### config.mk
export PLATFORM = sky130hd
export DESIGN_NAME = ps2_key_decoder
export DESIGN_NICKNAME = d
export VERILOG_FILES = /design/src/rtl/ps2_defs.sv /design/src/rtl/ps2_frame_rx.sv /design/src/rtl/ps2_key_decoder.sv
export SDC_FILE = /design/constraint.sdc
export NUM_CORES = 1
export LEC_CHECK = 0
export ABC_AREA = 1
export CAP_MARGIN = 10
export CORE_ASPECT_RATIO = 0.75
export CORE_MARGIN = 5
export CORE_UTILIZATION = 38
export CTS_BUF_LIST = sky130_fd_sc_hd__clkbuf_4 sky130_fd_sc_hd__clkbuf_8
export DETAILED_ROUTE_END_ITERATION = 12
export SLEW_MARGIN = 5
export SYNTH_ARGS = -nofsm -noshare
export SYNTH_HDL_FRONTEND = slang
export SYNTH_SLANG_ARGS = --single-unit
### constraint.sdc
create_clock -name iCLK -period 4.6 [get_ports iCLK]
set_clock_uncertainty 0.1 [all_clocks]
set_input_delay 0.69 -clock iCLK [delete_from_list [all_inputs] [get_ports iCLK]]
set_output_delay 0.69 -clock iCLK [all_outputs]
set_load 0.01 [all_outputs]
### src/rtl/ps2_defs.sv
// ============================================================================
// Module   : ps2_defs
// Purpose  : Shared scan-code constants and frame FSM encoding for the PS/2 decoder.
// Revision : 1.0
// ============================================================================
`default_nettype none

package ps2_defs;

  localparam logic [7:0] SC_E0    = 8'hE0;
  localparam logic [7:0] SC_F0    = 8'hF0;
  localparam logic [7:0] SC_UP    = 8'h75;
  localparam logic [7:0] SC_DOWN  = 8'h72;
  localparam logic [7:0] SC_LEFT  = 8'h6B;
  localparam logic [7:0] SC_RIGHT = 8'h74;

  typedef enum logic [1:0] {
    ST_IDLE   = 2'd0,
    ST_DATA   = 2'd1,
    ST_PARITY = 2'd2,
    ST_STOP   = 2'd3
  } rx_state_e;

  // PS/2 uses odd parity: data plus parity must hold an odd number of ones.
  function automatic logic parity_ok(input logic [7:0] data, input logic par);
    return ^{data, par};
  endfunction

endpackage

`default_nettype wire

### src/rtl/ps2_frame_rx.sv
// ============================================================================
// Module   : ps2_frame_rx
// Purpose  : Synchronises and filters the PS/2 lines, receives 11-bit frames and
//            aborts stalled frames. Parity checking enabled by PS2_PARITY_CHECK_EN.
// Revision : 1.0
// ============================================================================
`default_nettype none

module ps2_frame_rx
  import ps2_defs::*;
#(
  parameter int WATCHDOG_CYCLES = 50000,
  parameter int FILTER_LEN      = 4
) (
  input  logic       iCLK,
  input  logic       iRST_n,
  input  logic       ps2_clk,
  input  logic       ps2_dat,
  output logic [7:0] rx_byte,
  output logic       rx_valid,
  output logic       rx_err
);

  localparam int WD_W  = $clog2(WATCHDOG_CYCLES + 1);
  localparam int FLT_W = $clog2(FILTER_LEN + 1);
  localparam logic [WD_W-1:0]  WD_LAST  = WD_W'(WATCHDOG_CYCLES - 1);
  localparam logic [FLT_W-1:0] FLT_LAST = FLT_W'(FILTER_LEN - 1);

  logic [1:0]       clk_sync_q, clk_sync_d;
  logic [1:0]       dat_sync_q, dat_sync_d;
  logic             clk_filt_q, clk_filt_d;
  logic [FLT_W-1:0] flt_cnt_q, flt_cnt_d;
  rx_state_e        state_q, state_d;
  logic [3:0]       bit_cnt_q, bit_cnt_d;
  logic [7:0]       shift_q, shift_d;
  logic [WD_W-1:0]  wd_q, wd_d;
  logic             fall;
  logic             dat_bit;
`ifdef PS2_PARITY_CHECK_EN
  logic             par_q, par_d;
`endif

  always_comb begin
    clk_sync_d = {clk_sync_q[0], ps2_clk};
    dat_sync_d = {dat_sync_q[0], ps2_dat};
    clk_filt_d = clk_filt_q;
    flt_cnt_d  = '0;
    // The filtered level only moves after FILTER_LEN samples disagree with it in a row.
    if (clk_sync_q[1] != clk_filt_q) begin
      if (flt_cnt_q == FLT_LAST) begin
        clk_filt_d = clk_sync_q[1];
      end else begin
        flt_cnt_d = flt_cnt_q + 1'b1;
      end
    end
  end

  assign fall    = clk_filt_q & ~clk_filt_d;
  assign dat_bit = dat_sync_q[1];

  always_comb begin
    state_d   = state_q;
    bit_cnt_d = bit_cnt_q;
    shift_d   = shift_q;
    wd_d      = '0;
    rx_valid  = 1'b0;
    rx_err    = 1'b0;
`ifdef PS2_PARITY_CHECK_EN
    par_d     = par_q;
`endif

    case (state_q)
      ST_IDLE: begin
        if (fall && !dat_bit) begin
          state_d   = ST_DATA;
          bit_cnt_d = 4'd0;
        end
      end
      ST_DATA: begin
        if (fall) begin
          shift_d   = {dat_bit, shift_q[7:1]};
          bit_cnt_d = bit_cnt_q + 4'd1;
          if (bit_cnt_q == 4'd7) state_d = ST_PARITY;
        end
      end
      ST_PARITY: begin
        if (fall) begin
`ifdef PS2_PARITY_CHECK_EN
          par_d   = dat_bit;
`endif
          state_d = ST_STOP;
        end
      end
      ST_STOP: begin
        if (fall) begin
          state_d = ST_IDLE;
          if (!dat_bit) begin
            rx_err = 1'b1;
          end else begin
`ifdef PS2_PARITY_CHECK_EN
            rx_valid = parity_ok(shift_q, par_q);
            rx_err   = ~parity_ok(shift_q, par_q);
`else
            rx_valid = 1'b1;
`endif
          end
        end
      end
      default: state_d = ST_IDLE;
    endcase

    // Stall detection leaves the prefix state in the decoder untouched.
    if (state_q != ST_IDLE && !fall) begin
      if (wd_q == WD_LAST) begin
        state_d = ST_IDLE;
        rx_err  = 1'b1;
      end else begin
        wd_d = wd_q + 1'b1;
      end
    end
  end

  always_ff @(posedge iCLK or negedge iRST_n) begin
    if (!iRST_n) begin
      clk_sync_q <= '0;
      dat_sync_q <= '0;
      clk_filt_q <= 1'b0;
      flt_cnt_q  <= '0;
      state_q    <= ST_IDLE;
      bit_cnt_q  <= '0;
      shift_q    <= '0;
      wd_q       <= '0;
`ifdef PS2_PARITY_CHECK_EN
      par_q      <= 1'b0;
`endif
    end else begin
      clk_sync_q <= clk_sync_d;
      dat_sync_q <= dat_sync_d;
      clk_filt_q <= clk_filt_d;
      flt_cnt_q  <= flt_cnt_d;
      state_q    <= state_d;
      bit_cnt_q  <= bit_cnt_d;
      shift_q    <= shift_d;
      wd_q       <= wd_d;
`ifdef PS2_PARITY_CHECK_EN
      par_q      <= par_d;
`endif
    end
  end

  assign rx_byte = shift_q;

endmodule

`default_nettype wire

### src/rtl/ps2_key_decoder.sv
// ============================================================================
// Module   : ps2_key_decoder
// Purpose  : PS/2 keyboard decoder: E0/F0 prefix handling over ps2_frame_rx.
//            Optional parity checking via PS2_PARITY_CHECK_EN.
// Revision : 1.0
// ============================================================================
`default_nettype none

module ps2_key_decoder
  import ps2_defs::*;
#(
  parameter int WATCHDOG_CYCLES = 50000,
  parameter int FILTER_LEN      = 4
) (
  input  logic       iCLK,
  input  logic       iRST_n,
  input  logic       ps2_clk,
  input  logic       ps2_dat,
  output logic [7:0] ps2_out,
  output logic       ps2_key_pressed,
  output logic       ps2_key_released,
  output logic       ps2_extended,
  output logic       ps2_err
);

  logic [7:0] rx_byte;
  logic       rx_valid;
  logic       rx_err;

  logic [7:0] out_q, out_d;
  logic       extended_q, extended_d;
  logic       ext_q, ext_d;
  logic       brk_q, brk_d;
  logic       pressed_q, pressed_d;
  logic       released_q, released_d;
  logic       err_q, err_d;

  ps2_frame_rx #(
    .WATCHDOG_CYCLES(WATCHDOG_CYCLES),
    .FILTER_LEN     (FILTER_LEN)
  ) u_rx (
    .iCLK    (iCLK),
    .iRST_n  (iRST_n),
    .ps2_clk (ps2_clk),
    .ps2_dat (ps2_dat),
    .rx_byte (rx_byte),
    .rx_valid(rx_valid),
    .rx_err  (rx_err)
  );

  always_comb begin
    out_d      = out_q;
    extended_d = extended_q;
    ext_d      = ext_q;
    brk_d      = brk_q;
    pressed_d  = 1'b0;
    released_d = 1'b0;
    err_d      = rx_err;

    if (rx_valid) begin
      if (rx_byte == SC_E0) begin
        ext_d = 1'b1;
      end else if (rx_byte == SC_F0) begin
        brk_d = 1'b1;
      end else begin
        // A break keeps the last make code visible so the host can match it.
        if (brk_q) begin
          released_d = 1'b1;
        end else begin
          out_d      = rx_byte;
          extended_d = ext_q;
          pressed_d  = 1'b1;
        end
        ext_d = 1'b0;
        brk_d = 1'b0;
      end
    end
  end

  always_ff @(posedge iCLK or negedge iRST_n) begin
    if (!iRST_n) begin
      out_q      <= 8'h00;
      extended_q <= 1'b0;
      ext_q      <= 1'b0;
      brk_q      <= 1'b0;
      pressed_q  <= 1'b0;
      released_q <= 1'b0;
      err_q      <= 1'b0;
    end else begin
      out_q      <= out_d;
      extended_q <= extended_d;
      ext_q      <= ext_d;
      brk_q      <= brk_d;
      pressed_q  <= pressed_d;
      released_q <= released_d;
      err_q      <= err_d;
    end
  end

  assign ps2_out          = out_q;
  assign ps2_extended     = extended_q;
  assign ps2_key_pressed  = pressed_q;
  assign ps2_key_released = released_q;
  assign ps2_err          = err_q;

endmodule

`default_nettype wire
==> impl_metrics.yaml, run 1 <==
status:
  outcome: "finished, final reports clean"
timing:
  fin_ws_ps: 2610
  maxSlewHeadroom_pct: 56.5
  setup-tns-final_ps: 0
  rsz0062_at_grt: "no"
  drv_slew: 0
  finalSetupViolCount: 0
  hold_viol: 0
  min_period_ps: 1990
  clock.fmax_ghz: 0.502
  finalCritPeriodShare_pct: 43.3
  holdWs_ps: 255
  worstMarginPinSlew_ps: 652
synth:
  synth_edf_count: 0
  synthTopCellsByArea: "dfrtp_1, nand2_1, nor2_1, inv_1, nand3_1"
  yosys.area.top_type_share_pct: 53.5
  postSynthAreaPerCell_sq_um: 8.54
  yosysMostFrequentCell: "nand2_1"
  synth_fp_nets: 292
  ys_seq_area_share_pct: 53.5
  synth_cells: 285
  post-synth-top-area-cell: "dfrtp_1"
  yosys-top-cells-count: "nand2_1, dfrtp_1, nor2_1"
  syn_area_sq_um: 2430
  yosysWarnings: 0
  async_reset_ff_share_pct: 100
  ys_types: 25
  synth_seq_cells: 52
  synth-main-ff-cell: "dfrtp_1"
routing:
  wire_per_inst_um: 11.6
  ant_nets: 0
  wl_um: 4470
  drt_pass1_iterations: 4
  vias_per_cell: 4.67
  drc: 0
  drtIter0Drc: 101
  num_vias: 1801
final_layout:
  final_nets: 312
  num-fill-cells: 661
  syn_to_final_growth_pct: 13.2
  drive_gt1_share_pct: 7.87
  diodes: 0
  multi_input_area_sq_um: 965
  fin_cells: 386
  register_area_sq_um: 1300
worst_setup_path:
  critPathBufInv: 1
  crit_required_ps: 3810
  path_max_fanout: 2
  cp.arrival_ps: 1200
  cp_top_family: "buffers and inverters"
  path_cells: "clkdlybuf4s50_1"
  worstSetupEndpointType: "primary output"
  slowest_delay_ps: 550
  critPathKind: "flip-flop to primary output"
  slowest_stage: "clkdlybuf4s50_1"
  critPathLaunchType: "flip-flop"
clocking:
  cts_max_level: 2
  clockBufferDepth: 2
  clock-sinks: 52
  cts_tree: "done"
  cts_hold_buf: 0
  numCtsBuffers: 5
  clkTransAtPathRegs_ps: 90
  cts_setup_buffers: 0
  cts-root-buf: "clkbuf_8"
  postCtsResizedCells: 0
  clock_latency_ps: 300
power:
  p_leak_nw: 1.22
  max-vdd-ir-drop_v: 0.000196
  p_per_area_nw_per_um2: 313
  p_total_uw: 862
floorplanning:
  die_x_um: 102
  core_sq_um: 6260
  initial_core_util_pct: 38.9
  die_area_sq_um: 8120
  num_rows: 25
  design.portCount: 16
  die_h_um: 79.3
placement:
  io_buffers: 15
  dpl.hpwl_um: 3370
  gp_congestion: 0.837
  place_inst: 379
  pre_cts_ws_ps: 2690
global_routing:
  grt_max_degree: 53
  grt_pass1_vias: 1684
  grt_pass1_wl_um: 7980
  grt.overflow.total: 0
  groute.usage.overall_pct: 12.4
  antenna_found_initial: 0
job:
  drv_cap: 0
worst_hold_path:
  hold_class: "flip-flop to flip-flop"
-- flip-flops by register name, indices dropped and copies added, names as in the netlist, 2 cells and up --
register         cells
u_rx.flt_cnt_q       3
u_rx.wd_q           16
u_rx.dat_sync_q      2
u_rx.bit_cnt_q       4
u_rx.rx_byte         8
u_rx.clk_sync_q      2
ps2_out              8
u_rx.state_q         2
-- logic make-up after synthesis --
kind of cell	count (synthesis)	share of synthesized area, %
xor gates and xnor gates	10	3.60
muxes	1	0.411
AOI/OAI and AO/OA	34	8.64
buffers and inverters	40	6.89
adders and majority gates	3	1.54
DFF	52	53.5
and+or+nand+nor	145	25.5
-- layer usage --
layer / global-route usage (%) / up-vias / wire [um]
met4: 3.93 / 0 / 58
met3: 2.63 / 4 / 179
met5: 0 / - / 0
li1: - / 934 / -
met1: 18.9 / 835 / 2430
met2: 17.4 / 28 / 1800
-- power breakdown --
part           total [mW]  switching, mW  internal [mW]
Clock               0.261          0.141          0.120
Combinational       0.101         0.0680         0.0334
Sequential          0.499         0.0195          0.480
Total               0.862          0.228          0.633
-- path summary, 6_finish.rpt --
path	startpoint	endpoint	slack, ps	cells past startpoint
setup / recovery	ps2_out[3]$_DFFE_PN0P_	ps2_out[3]	2610	1
hold / removal	u_rx.dat_sync_q[0]$_DFF_PN0_	u_rx.dat_sync_q[1]$_DFF_PN0_	260	0
setup reg to reg	u_rx.flt_cnt_q[0]$_DFF_PN0_	u_rx.bit_cnt_q[2]$_DFFE_PN0P_	2710	7
hold reg to reg	u_rx.dat_sync_q[0]$_DFF_PN0_	u_rx.dat_sync_q[1]$_DFF_PN0_	260	0
max in group asynchronous	iRST_n	u_rx.wd_q[1]$_DFF_PN0_	3560	2
min in group asynchronous	iRST_n	ps2_out[4]$_DFFE_PN0P_	390	2
-- through the flow --
step	instance area (sq um)	util [%]
after floorplan	2430	-
after global placement	2660	42.6
after detailed placement	2660	42.6
after CTS	2750	44.0
after global routing	2750	44.0
final	2750	44.0
-- cell usage in the layout (no fill, tap or decap) --
master,synthesis,layout
nand3_4,1,1
o21bai_1,2,2
buf_4,0,2
clkinv_4,0,1
xnor2_1,2,2
ha_1,3,3
buf_2,2,1
clkdlybuf4s50_1,0,14
nand2_2,1,1
nor3_1,5,5
nor2_2,1,1
clkbuf_8,0,6
nand4_1,1,1
o22ai_1,1,1
mux2i_1,1,1
nand2_1,68,68
o21ai_0,15,15
dfrtp_1,52,52
and3_1,1,1
nand3_1,21,21
nand3b_1,1,1
inv_1,36,36
xor2_1,8,8
nor2_4,2,2
o21ai_2,9,9
a21oi_1,6,6
o21ai_1,1,1
nor2_1,43,43
-- cell type report --
type,count,share of cell area (%)
flip-flops and latches,52,47.3
multi-input cells,193,35.0
repair buffers,17,5.82
inverters,36,4.91
well taps,81,3.68
clock buffers,6,3.00
clock inverters,1,0.318
Note: power is estimated with default switching activity, not from simulation.
==> run 2: changes to the inputs <==
==> constraint.sdc (replaced) <==
create_clock -name iCLK -period 1.95 [get_ports iCLK]
set_clock_uncertainty 0.1 [all_clocks]
set_input_delay 0.2925 -clock iCLK [delete_from_list [all_inputs] [get_ports iCLK]]
set_output_delay 0.2925 -clock iCLK [all_outputs]
set_load 0.01 [all_outputs]
==> run 2 against run 1 <==
  * Sequential power grew 130%
  * Global-route usage shrank 0.34 points
  * Critical path depth grew 7
  * Largest power group unchanged
  * Setup slack lost 2300 ps
  * Worst hold slack gained 3.3 ps
  * Count of clock-buffer cells in the layout shrank 1
  * Via count shrank 1.1%
  * Sequential share of layout area shrank 0.61 points
  * Sequential cell count is the same
  * Final area grew 1.3%
  * Die area is the same
  * Register-to-register slack lost 2400 ps
==> impl_metrics.yaml, run 2 (synthesized netlist as in run 1, its figures left out) <==
clocking:
  clockBufferDepth: 2
  cts_tree: "done"
  numCtsBuffers: 5
  cts_max_level: 2
  clock-sinks: 52
  clkTransAtPathRegs_ps: 110
  cts-root-buf: "clkbuf_8"
  clock_latency_ps: 310
  postCtsResizedCells: 0
routing:
  num_vias: 1781
  drc: 0
  vias_per_cell: 4.58
  wl_um: 4380
  ant_nets: 0
  drtIter0Drc: 98
  wire_per_inst_um: 11.2
  drt_pass1_iterations: 4
final_layout:
  multi_input_area_sq_um: 965
  drive_gt1_share_pct: 8.44
  top_register: "u_rx.wd_q"
  final_nets: 314
  mostFrequentLayoutCells: "nand2_1, dfrtp_1, nor2_1"
  syn_to_final_growth_pct: 14.7
  largest_reg_flops: 16
  final_common_cell: "nand2_1"
  diodes: 0
  register_area_sq_um: 1300
  fin_cells: 389
  num-fill-cells: 634
floorplanning:
  initial_core_util_pct: 38.9
  die_h_um: 79.3
  die_x_um: 102
  core_sq_um: 6260
  design.portCount: 16
  num_rows: 25
  die_area_sq_um: 8120
job:
  drv_cap: 0
timing:
  finalSetupViolCount: 0
  hold_viol: 0
  drv_slew: 0
  worstMarginPinSlew_ps: 371
  min_period_ps: 1670
  rsz0062_at_grt: "no"
  setup-tns-final_ps: 0
  finalCritPeriodShare_pct: 85.9
  clock.fmax_ghz: 0.597
  maxSlewHeadroom_pct: 75.0
worst_hold_path:
  holdPathStages: 0
  hold_class: "flip-flop to flip-flop"
power:
  p_leak_nw: 1.24
  max-vdd-ir-drop_v: 0.000372
  p_per_area_nw_per_um2: 743
  p_total_mw: 2.07
placement:
  dpl.hpwl_um: 3270
  place_inst: 380
  io_buffers: 15
  gp_congestion: 0.897
worst_setup_path:
  path_max_fanout: 17
  critPathKind: "flip-flop to flip-flop"
  crit_required_ps: 2050
  worstSetupEndpointType: "flip-flop"
  cp.arrival_ps: 1770
  rr_worst_depth: 8
  critPathLaunchType: "flip-flop"
global_routing:
  grt_pass1_vias: 1621
  antenna_found_initial: 0
  grt_pass1_wl_um: 7780
  groute.usage.overall_pct: 12.1
  grt.overflow.total: 0
  grt_max_degree: 53
status:
  outcome: "finished, final reports clean"
-- run 2: changes by cell type in the layout (fill, tap and decap cells not counted), sizes merged --
cell	previous run	this run
inv	36	39
buf	3	4
clkbuf	6	5
clkinv	1	0
dlygate4sd3	0	1
-- run 2: repair_timing --
item,4_1_cts,5_1_grt
hold endpoints to repair,52,0
hold buffers,1,0
setup buffers,0,0
-- run 2: report_power, final --
| part | total, mW | leakage [nW] | switching [mW] | internal (mW) |
|---|---|---|---|---|
| Combinational | 0.235 | 0.475 | 0.153 | 0.0823 |
| Sequential | 1.17 | 0.713 | 0.0430 | 1.13 |
| Clock | 0.663 | 0.0511 | 0.392 | 0.272 |
-- run 2: cell type report --
class	instances	share of cell area [%]
clock buffers	5	2.47
clock inverters	3	1.03
inverters	36	4.84
multi-input cells	193	34.6
flip-flops and latches	52	46.6
well taps	81	3.63
repair buffers	19	6.82
-- run 2: path summary, 6_finish.rpt --
| path | end | slack (ps) | from |
|---|---|---|---|
| max | ps2_extended$_DFFE_PN0P_ | 280 | u_rx.flt_cnt_q[0]$_DFF_PN0_ |
| max reg2reg | ps2_extended$_DFFE_PN0P_ | 280 | u_rx.flt_cnt_q[0]$_DFF_PN0_ |
| min reg2reg | u_rx.clk_sync_q[1]$_DFF_PN0_ | 260 | u_rx.clk_sync_q[0]$_DFF_PN0_ |
| min | u_rx.clk_sync_q[1]$_DFF_PN0_ | 260 | u_rx.clk_sync_q[0]$_DFF_PN0_ |
| min in group asynchronous | ps2_out[6]$_DFFE_PN0P_ | 380 | iRST_n |
| max in group asynchronous | u_rx.wd_q[1]$_DFF_PN0_ | 1120 | iRST_n |
-- run 2: routing by layer --
metal	wire length [um]	global-route usage, %	vias up
met5	0	0	-
met4	57	3.93	0
met1	2420	19.7	802
met3	183	2.46	5
met2	1720	15.4	31
li1	-	-	943
-- run 2: metrics by stage --
step | hold WS (ps) | area [sq um] | setup slack [ps] | util (%)
after global routing | 268 | 2790 | 98.7 | 44.6
final | 259 | 2790 | 275 | 44.6
after CTS | 262 | 2790 | 248 | 44.6
after floorplan | -103 | 2430 | 456 | -
after global placement | 207 | 2680 | 296 | 42.9
after detailed placement | 210 | 2680 | 260 | 42.9
-- run 2: critical path, stage by stage, from the launching register on --
cell,delay [ps]
dfrtp_1,360
ha_1,190
inv_1,60
nor2_2,100
nand3_1,150
nor2_4,180
nand3_4,230
nand2_1,140
o21ai_2,60
==> run 3: changes to the inputs <==
--- a/config.mk
+++ b/config.mk
@@ -12,6 +12,7 @@
 export CORE_UTILIZATION = 38
 export CTS_BUF_LIST = sky130_fd_sc_hd__clkbuf_4 sky130_fd_sc_hd__clkbuf_8
 export DETAILED_ROUTE_END_ITERATION = 12
+export GPL_ROUTABILITY_DRIVEN = 0
 export SLEW_MARGIN = 5
 export SYNTH_ARGS = -nofsm -noshare
 export SYNTH_HDL_FRONTEND = slang
==> results of run 3 <==
Final layout, timing and power as in run 2 (identical DEF).
